--- config.mk ---
export PLATFORM = sky130hd
export DESIGN_NAME = uart_tx_fifo
export DESIGN_NICKNAME = d
export VERILOG_FILES = /design/src/rtl/uart_tx_fifo.sv
export SDC_FILE = /design/constraint.sdc
export NUM_CORES = 1
export LEC_CHECK = 0
export CORE_ASPECT_RATIO = 1.1
export CORE_UTILIZATION = 54
export DETAILED_ROUTE_END_ITERATION = 12
export PLACE_DENSITY = 0.79
export SLEW_MARGIN = 20
export SYNTH_ARGS = -nofsm -noshare
export SYNTH_HDL_FRONTEND = slang
export SYNTH_SLANG_ARGS = --single-unit
--- constraint.sdc ---
create_clock -name Clk -period 2.3 [get_ports Clk]
set_input_delay 0.23 -clock Clk [delete_from_list [all_inputs] [get_ports Clk]]
set_output_delay 0.23 -clock Clk [all_outputs]
set_load 0.01 [all_outputs]
--- src/rtl/uart_tx_fifo.sv ---
// Transmit-side byte FIFO feeding UART_rs232_tx: buffers producer writes and
// hands one byte at a time to the transmitter, popping the next on TxDone.
module uart_tx_fifo #(
  parameter int DATA_W = 8,
  parameter int ADDR_W = 4
) (
  input  logic              Clk,
  input  logic              Rst_n,
  input  logic              WrEn,
  input  logic [DATA_W-1:0] WrData,
  input  logic              Flush,
  output logic              Full,
  output logic              Empty,
  output logic [ADDR_W:0]   Count,
  output logic              Overflow,
  output logic              TxEn,
  output logic [DATA_W-1:0] TxData,
  input  logic              TxDone
);

  localparam int DEPTH = 2 ** ADDR_W;
  localparam logic [ADDR_W:0] DepthCount = (ADDR_W + 1)'(DEPTH);

  typedef enum logic {IDLE, SEND} stateT;

  stateT             state;
  logic [DATA_W-1:0] mem [DEPTH];
  logic [ADDR_W-1:0] wPtr;
  logic [ADDR_W-1:0] rPtr;
  logic [ADDR_W:0]   countNext;
  logic              doWrite;
  logic              doPop;
  logic              dropWrite;

  // Full is the registered flag, so a write against a full FIFO is dropped
  // even when a pop frees a slot on the same edge; Flush outranks everything.
  always_comb begin
    doWrite   = WrEn && !Full && !Flush;
    doPop     = (state == IDLE) && !Empty && !Flush;
    dropWrite = WrEn && Full && !Flush;
    countNext = Count;
    if (Flush) begin
      countNext = '0;
    end else begin
      case ({doWrite, doPop})
        2'b10:   countNext = Count + (ADDR_W + 1)'(1);
        2'b01:   countNext = Count - (ADDR_W + 1)'(1);
        default: countNext = Count;
      endcase
    end
  end

  always_ff @(posedge Clk) begin
    if (doWrite) begin
      mem[wPtr] <= WrData;
    end
  end

  always_ff @(posedge Clk or negedge Rst_n) begin
    if (!Rst_n) begin
      wPtr     <= '0;
      rPtr     <= '0;
      Count    <= '0;
      Full     <= 1'b0;
      Empty    <= 1'b1;
      Overflow <= 1'b0;
    end else begin
      Count    <= countNext;
      Full     <= (countNext == DepthCount);
      Empty    <= (countNext == '0);
      Overflow <= dropWrite;
      if (Flush) begin
        wPtr <= '0;
        rPtr <= '0;
      end else begin
        if (doWrite) wPtr <= wPtr + ADDR_W'(1);
        if (doPop)   rPtr <= rPtr + ADDR_W'(1);
      end
    end
  end

  // A byte already handed to the transmitter survives Flush and completes.
  always_ff @(posedge Clk or negedge Rst_n) begin
    if (!Rst_n) begin
      state  <= IDLE;
      TxEn   <= 1'b0;
      TxData <= '0;
    end else begin
      case (state)
        IDLE: begin
          if (doPop) begin
            TxData <= mem[rPtr];
            TxEn   <= 1'b1;
            state  <= SEND;
          end
        end
        SEND: begin
          if (TxDone) begin
            TxEn  <= 1'b0;
            state <= IDLE;
          end
        end
        default: begin
          TxEn  <= 1'b0;
          state <= IDLE;
        end
      endcase
    end
  end

endmodule

# --- After elaboration in Yosys (flattened, before gate mapping) ---
# Memories as Yosys holds them, arrays and structs flattened. A register that Yosys moved wholly into a read port is not among the register bits.
# Cells that the tools add are included.
# Widths: inputs -> output; s select.
word_totals:
  register_bits: 18
  ram_bits: 128
  in_bits: 13
  elab_cells: 48
  mem_count: 1
op_classes:
  addsub: 4
  reduce_logical: 15
  n_eq_ne: 5
  mux: 14
  n_bitwise: 1
memory_table:
  columns: ["memory", "words", "word_bits", "read_ports", "rd_ports_with_merged_regs", "write_ports", "line", "source"]
  rows:
  - ["mem", 16, 8, 1, 1, 1, "27", "logic [DATA_W-1:0] mem [DEPTH];"]
op_table:
  columns: ["cell", "count"]
  rows:
  - ["$mux 4", 4]
  - ["$pmux 5 s2", 1]
  - ["$add 4x1->4 const B", 2]
  - ["$logic_and 1x1->1", 6]
  - ["$mux 1", 6]
  - ["$add 5x1->5 const B", 1]
  - ["$eq 5x5->1 const B", 1]
  - ["$logic_not 5->1", 1]
  - ["$mux 5", 1]
  - ["$sub 5x1->5 const B", 1]
  - ["$logic_not 1->1", 4]
  - ["$ne 2x2->1 const B", 2]
  - ["$pmux 1 s2", 2]
  - ["$reduce_and 2->1", 2]
  - ["$reduce_bool 2->1", 2]
  - ["$eq 2x1->1 const B", 1]
  - ["$eq 2x2->1 const B", 1]
  - ["$not 1->1", 1]

# --- Depth between registers and ports, before layout ---
logic_depth:
  word_depth: 7
  mapped_depth: 12
  mapped_depth_nobuf: 11

# --- Worst setup path before layout ---
# No wires, ideal clock.
synth_path:
  kind: "reg-to-reg"
  start: "reg Empty"
  end: "reg Full"
  period_less_slack_ns: 2.436
  setup_slack_ns: -0.136
  path_stages_with_launch: 12
  arrival_time_ns: 2.317
  setup_time_ns: 0.120
  path_cell_list: "dfstp_2 or3_1 buf_6 clkinv_4 buf_4 ha_1 a21oi_1 o22ai_1 nand3b_1 a31oi_2 mux2_4 and3_1"
synth_via:
  elab_chain_cells: 7
  word_cells_on_any_way: 8
  cone_classes: "eq/ne: 3; mux: 2; reduce/logical: 3"
synth_rtl:
  columns: ["item", "line", "source"]
  rows:
  - ["from (decl)", "13", "output logic Empty,"]
  - ["from (signal assigned)", "70", "Empty <= (countNext == '0);"]
  - ["$logic_not 1->1 *", "39", "doPop = (state == IDLE) && !Empty && !Flush;"]
  - ["$logic_and 1x1->1 * (2 in a row)", "39", null]
  - ["$eq 2x1->1 / $eq 2x2->1 (equally long branches)", "45", "case ({doWrite, doPop})"]
  - ["$pmux 5 s2 *", "45", null]
  - ["$mux 5 *", "42", "if (Flush) begin"]
  - ["named net countNext[4]", "30", "logic [ADDR_W:0] countNext;"]
  - ["$eq 5x5->1 *", "69", "Full <= (countNext == DepthCount);"]
  - ["to (signal assigned)", "69", null]
  - ["to (decl)", "12", "output logic Full,"]
# The timed path passes the listed nets; every way through them passes the cells marked *.
# A chain may end at the register's enable or synchronous reset.

# --- Worst setup path in the final report ---
# Ends and elaborated chain as after synthesis.

==> results.md <==
- Crit. End Element: flop
- Final instance area: 0.007587 mm²
- Failing checks: setup timing
- Number of detailed-routing iterations run before antenna repair: 5
- Synth Flop Type: sky130_fd_sc_hd__edfxtp_1
- Detailed-route vias per instance: 5.962
- Overall routing resource usage: 0.2311
- Fill cells: 691
- Placeable core region: 0.01106 mm²
- Final net count: 436
- Syn_nets: 362
- Syn. warnings: 0
- Via count of the first global-routing pass: 3484
- Most frequent cells in the layout: sky130_fd_sc_hd__edfxtp_1 (128), sky130_fd_sc_hd__mux4_2 (40), sky130_fd_sc_hd__buf_4 (40), sky130_fd_sc_hd__nand2_1 (38), sky130_fd_sc_hd__nor2_1 (33)
- Shortest period the worst path allows: 2365 ps
- Final setup violation count: 1
- Maximum Capacitance Violations: 0
- Leakage power: 2.619 nW
- Final Hold Viols: 0
- Share of synthesized registers carrying an async set or reset: 0.1688
- Count of buffer and inverter cells on the critical path: 1
- R2R depth: 10
- R2r setup slk: -60 ps
- Worst reg2reg endpoint: Full$_DFF_PN0_
- Inserted Clock Buffers: 17
- Actual slew at the worst max-slew pin: 615.4 ps
- Final Max Slew Viols: 0
- Unique masters post-synth: 37
- Die Wd: 104.4 µm
- Share of the yosys chip area belonging to registers: 0.7224
- Register bit count reported by yosys: 154
- Post-detailed-route wirelength per cell: 22.11 µm
- Dpl cell area: 0.006989 mm²
- Cells along the critical path: or3_4 > clkinv_4 > nand2_4 > xnor2_2 > ha_2 > a21oi_4 > nand4_1 > a31oi_4 > mux2_4 > and3_4
- Worst setup path class: reg2reg
- Initial cell density of the core: 0.5627
- Drt first-iter violations: 255
- Number of ports placed on the die boundary: 30
- Origin of the critical flop-to-flop path: Empty$_DFF_PN1_
- Post-route fraction of the period consumed by the critical path: 1.028
- Hold-fix buffers, CTS: 0
- Global route total overflow: 0
- Residual DRC count: 0
- Overall die area: 0.01196 mm²
- Global-route wire length before repair: 19450 µm
- RSZ-0062 raised after global routing: yes
- Mapped cell area: 0.006223 mm²
- Library cell used as clock root buffer: sky130_fd_sc_hd__clkbuf_16
- Via total after detailed routing: 3434
- Highest fanout seen on the critical path: 4
- Number of antenna-violating nets in the routed design: 0
- CP required: 2620 ps
- Clk sink count: 154
- Type of origin of the critical path: flop
- Max stage delay on crit path: 400 ps
- Area added between synthesis and finish: 21.91%
- Slack of the critical path: -64.82 ps
- Setup Skew: 7.990 ps
- Ratio of cells with drive above 1 in the final layout: 0.3007
- Setup tns final: -64.82 ps
- Worst skew pair latency: 420 ps
- Number of synthesized flops with an enable pin: 128
- Most frequent standard cell in the layout excluding fill and tap cells: sky130_fd_sc_hd__edfxtp_1
- Count of port buffers added during placement: 29
- CTS tree: yes
- Clock slew at reported path FFs: 60 ps
- Antenna violations before repair: 0
- Total inserted antenna cells: 0
- Routability cong.: 0.8464
- Cell area power density: 970.0 mW/mm²
- Run status: finished with violations
- Placed wire-length estimate: 8133 µm
- Highest attainable clock frequency: 0.4229 GHz
- Tightest slew margin relative to the limit: 0.5898
- Post-Synthesis Mean Instance Area: 18.20 µm²
- Hold/Removal Path Class: in2async
- IR Drop Worst-Case VDD: 0.5862 mV
- Die Height: 114.6 µm
- Critical path arrival: 2680 ps
- Synthesized netlist cell count: 342
- Maximum number of pins on one net before global-route repair: 36
- Number of H-tree branching levels: 4
- Standard-cell rows: 40
- Slowest library cell on the worst path: sky130_fd_sc_hd__or3_4
- Crit-path leading delay family: simple AND/OR/NAND/NOR gates
- Routed wire length: 12740 µm
- Number of buffers on the longest clock path: 2
==> cell families after synthesis <==
logic type,count (synthesis),synth area share
adders and majority gates,7,0.01407
xor gates and xnor gates,11,0.01548
and+or+nand+nor,90,0.06514
AOI/OAI and AO/OA,16,0.01629
DFF,154,0.7224
muxes,42,0.1488
buffers and inverters,22,0.01789
==> worst max path at each step <==
stage | slack, ps | endpoint | startpoint | cells past startpoint
4_1_cts | -20 | Full$_DFF_PN0_ | Empty$_DFF_PN1_ | 11
3_5_place_dp | -340 | Full$_DFF_PN0_ | Flush | 12
5_1_grt | -160 | Full$_DFF_PN0_ | Empty$_DFF_PN1_ | 11
2_1_floorplan | -40 | Full$_DFF_PN0_ | Empty$_DFF_PN1_ | 11
3_3_place_gp | -280 | Full$_DFF_PN0_ | Flush | 11
6_report | -60 | Full$_DFF_PN0_ | Empty$_DFF_PN1_ | 10
==> layer usage <==
metal  vias to the layer above  part of all wire  track usage
li1                       1471                 -            -
met1                      1788              0.38       0.2890
met2                       153              0.54       0.3956
met3                        22             0.064      0.05122
met4                         0             0.019      0.09333
met5                         -                 0            0
==> Yosys cell counts (all sizes together), types with 2 or more instances <==
library cell,number,share of area
nand2b,2,0.0020
o21ai,3,0.0024
clkbuf,11,0.0066
nand4,4,0.0040
dfrtp,25,0.10
edfxtp,128,0.62
xor2,5,0.0070
mux4,40,0.14
nand2,39,0.025
nor2,33,0.020
xnor2,6,0.0084
inv,4,0.0024
a31oi,2,0.0030
buf,6,0.0074
nand3b,2,0.0024
ha,7,0.014
a21oi,6,0.0048
o22ai,2,0.0020
nor2b,2,0.0020
or3,2,0.0020
==> state kept, by name, indices dropped and copies added, names as in the netlist <==
name	count
wPtr	4
Empty	1
Overflow	1
TxEn	1
rPtr	4
Full	1
mem	128
state	1
Count	5
TxData	8
==> layout make-up <==
type	instances	area, µm²	area share
clock inverters	14	121.4	0.01600
flip-flops and latches	154	4497	0.5927
multi-input cells	166	1682	0.2216
well taps	147	183.9	0.02424
clock buffers	18	429.2	0.05656
repair buffers	72	650.6	0.08575
inverters	5	23.77	0.003133
==> report_power, final <==
group          switching [W]  total, W  internal (W)  leakage (nW)
logic               0.000665   0.00149      0.000823         0.867
registers           0.000128   0.00329       0.00316          1.49
clock network        0.00109   0.00258       0.00149         0.258
total                0.00189   0.00736       0.00547          2.62
==> worst register-to-register path: stages, from the launching register on <==
cell and delay [ps]:
sky130_fd_sc_hd__dfstp_2 370, sky130_fd_sc_hd__or3_4 400, sky130_fd_sc_hd__clkinv_4 70, sky130_fd_sc_hd__nand2_4 60, sky130_fd_sc_hd__xnor2_2 120, sky130_fd_sc_hd__ha_2 190
sky130_fd_sc_hd__a21oi_4 150, sky130_fd_sc_hd__nand4_1 180, sky130_fd_sc_hd__a31oi_4 240, sky130_fd_sc_hd__mux2_4 330, sky130_fd_sc_hd__and3_4 140
==> through the flow <==
stage                       util  hold slack, ps  power (W)  worst slack (ps)  cells
final                     0.6860           186.4   0.007359            -64.82    576
after global routing      0.6860           229.4   0.007604            -157.9    576
after detailed placement  0.6319           467.9   0.004793            -338.7    543
after CTS                 0.6836           198.3   0.007382            -22.71    575
after global placement    0.6319           460.5   0.004762            -276.1    543
after floorplan                -          -65.59   0.004211            -41.49    342
==> what timing repair did <==
action | 4_1_cts | 5_1_grt
resized for setup | 3 | 3
setup buffers | 0 | 1
endpoints found under the setup margin | 2 | 4
pin swaps | 2 | 3
hold endpoints to repair | 0 | 0
No activity file was read; power rests on OpenSTA's default activity.
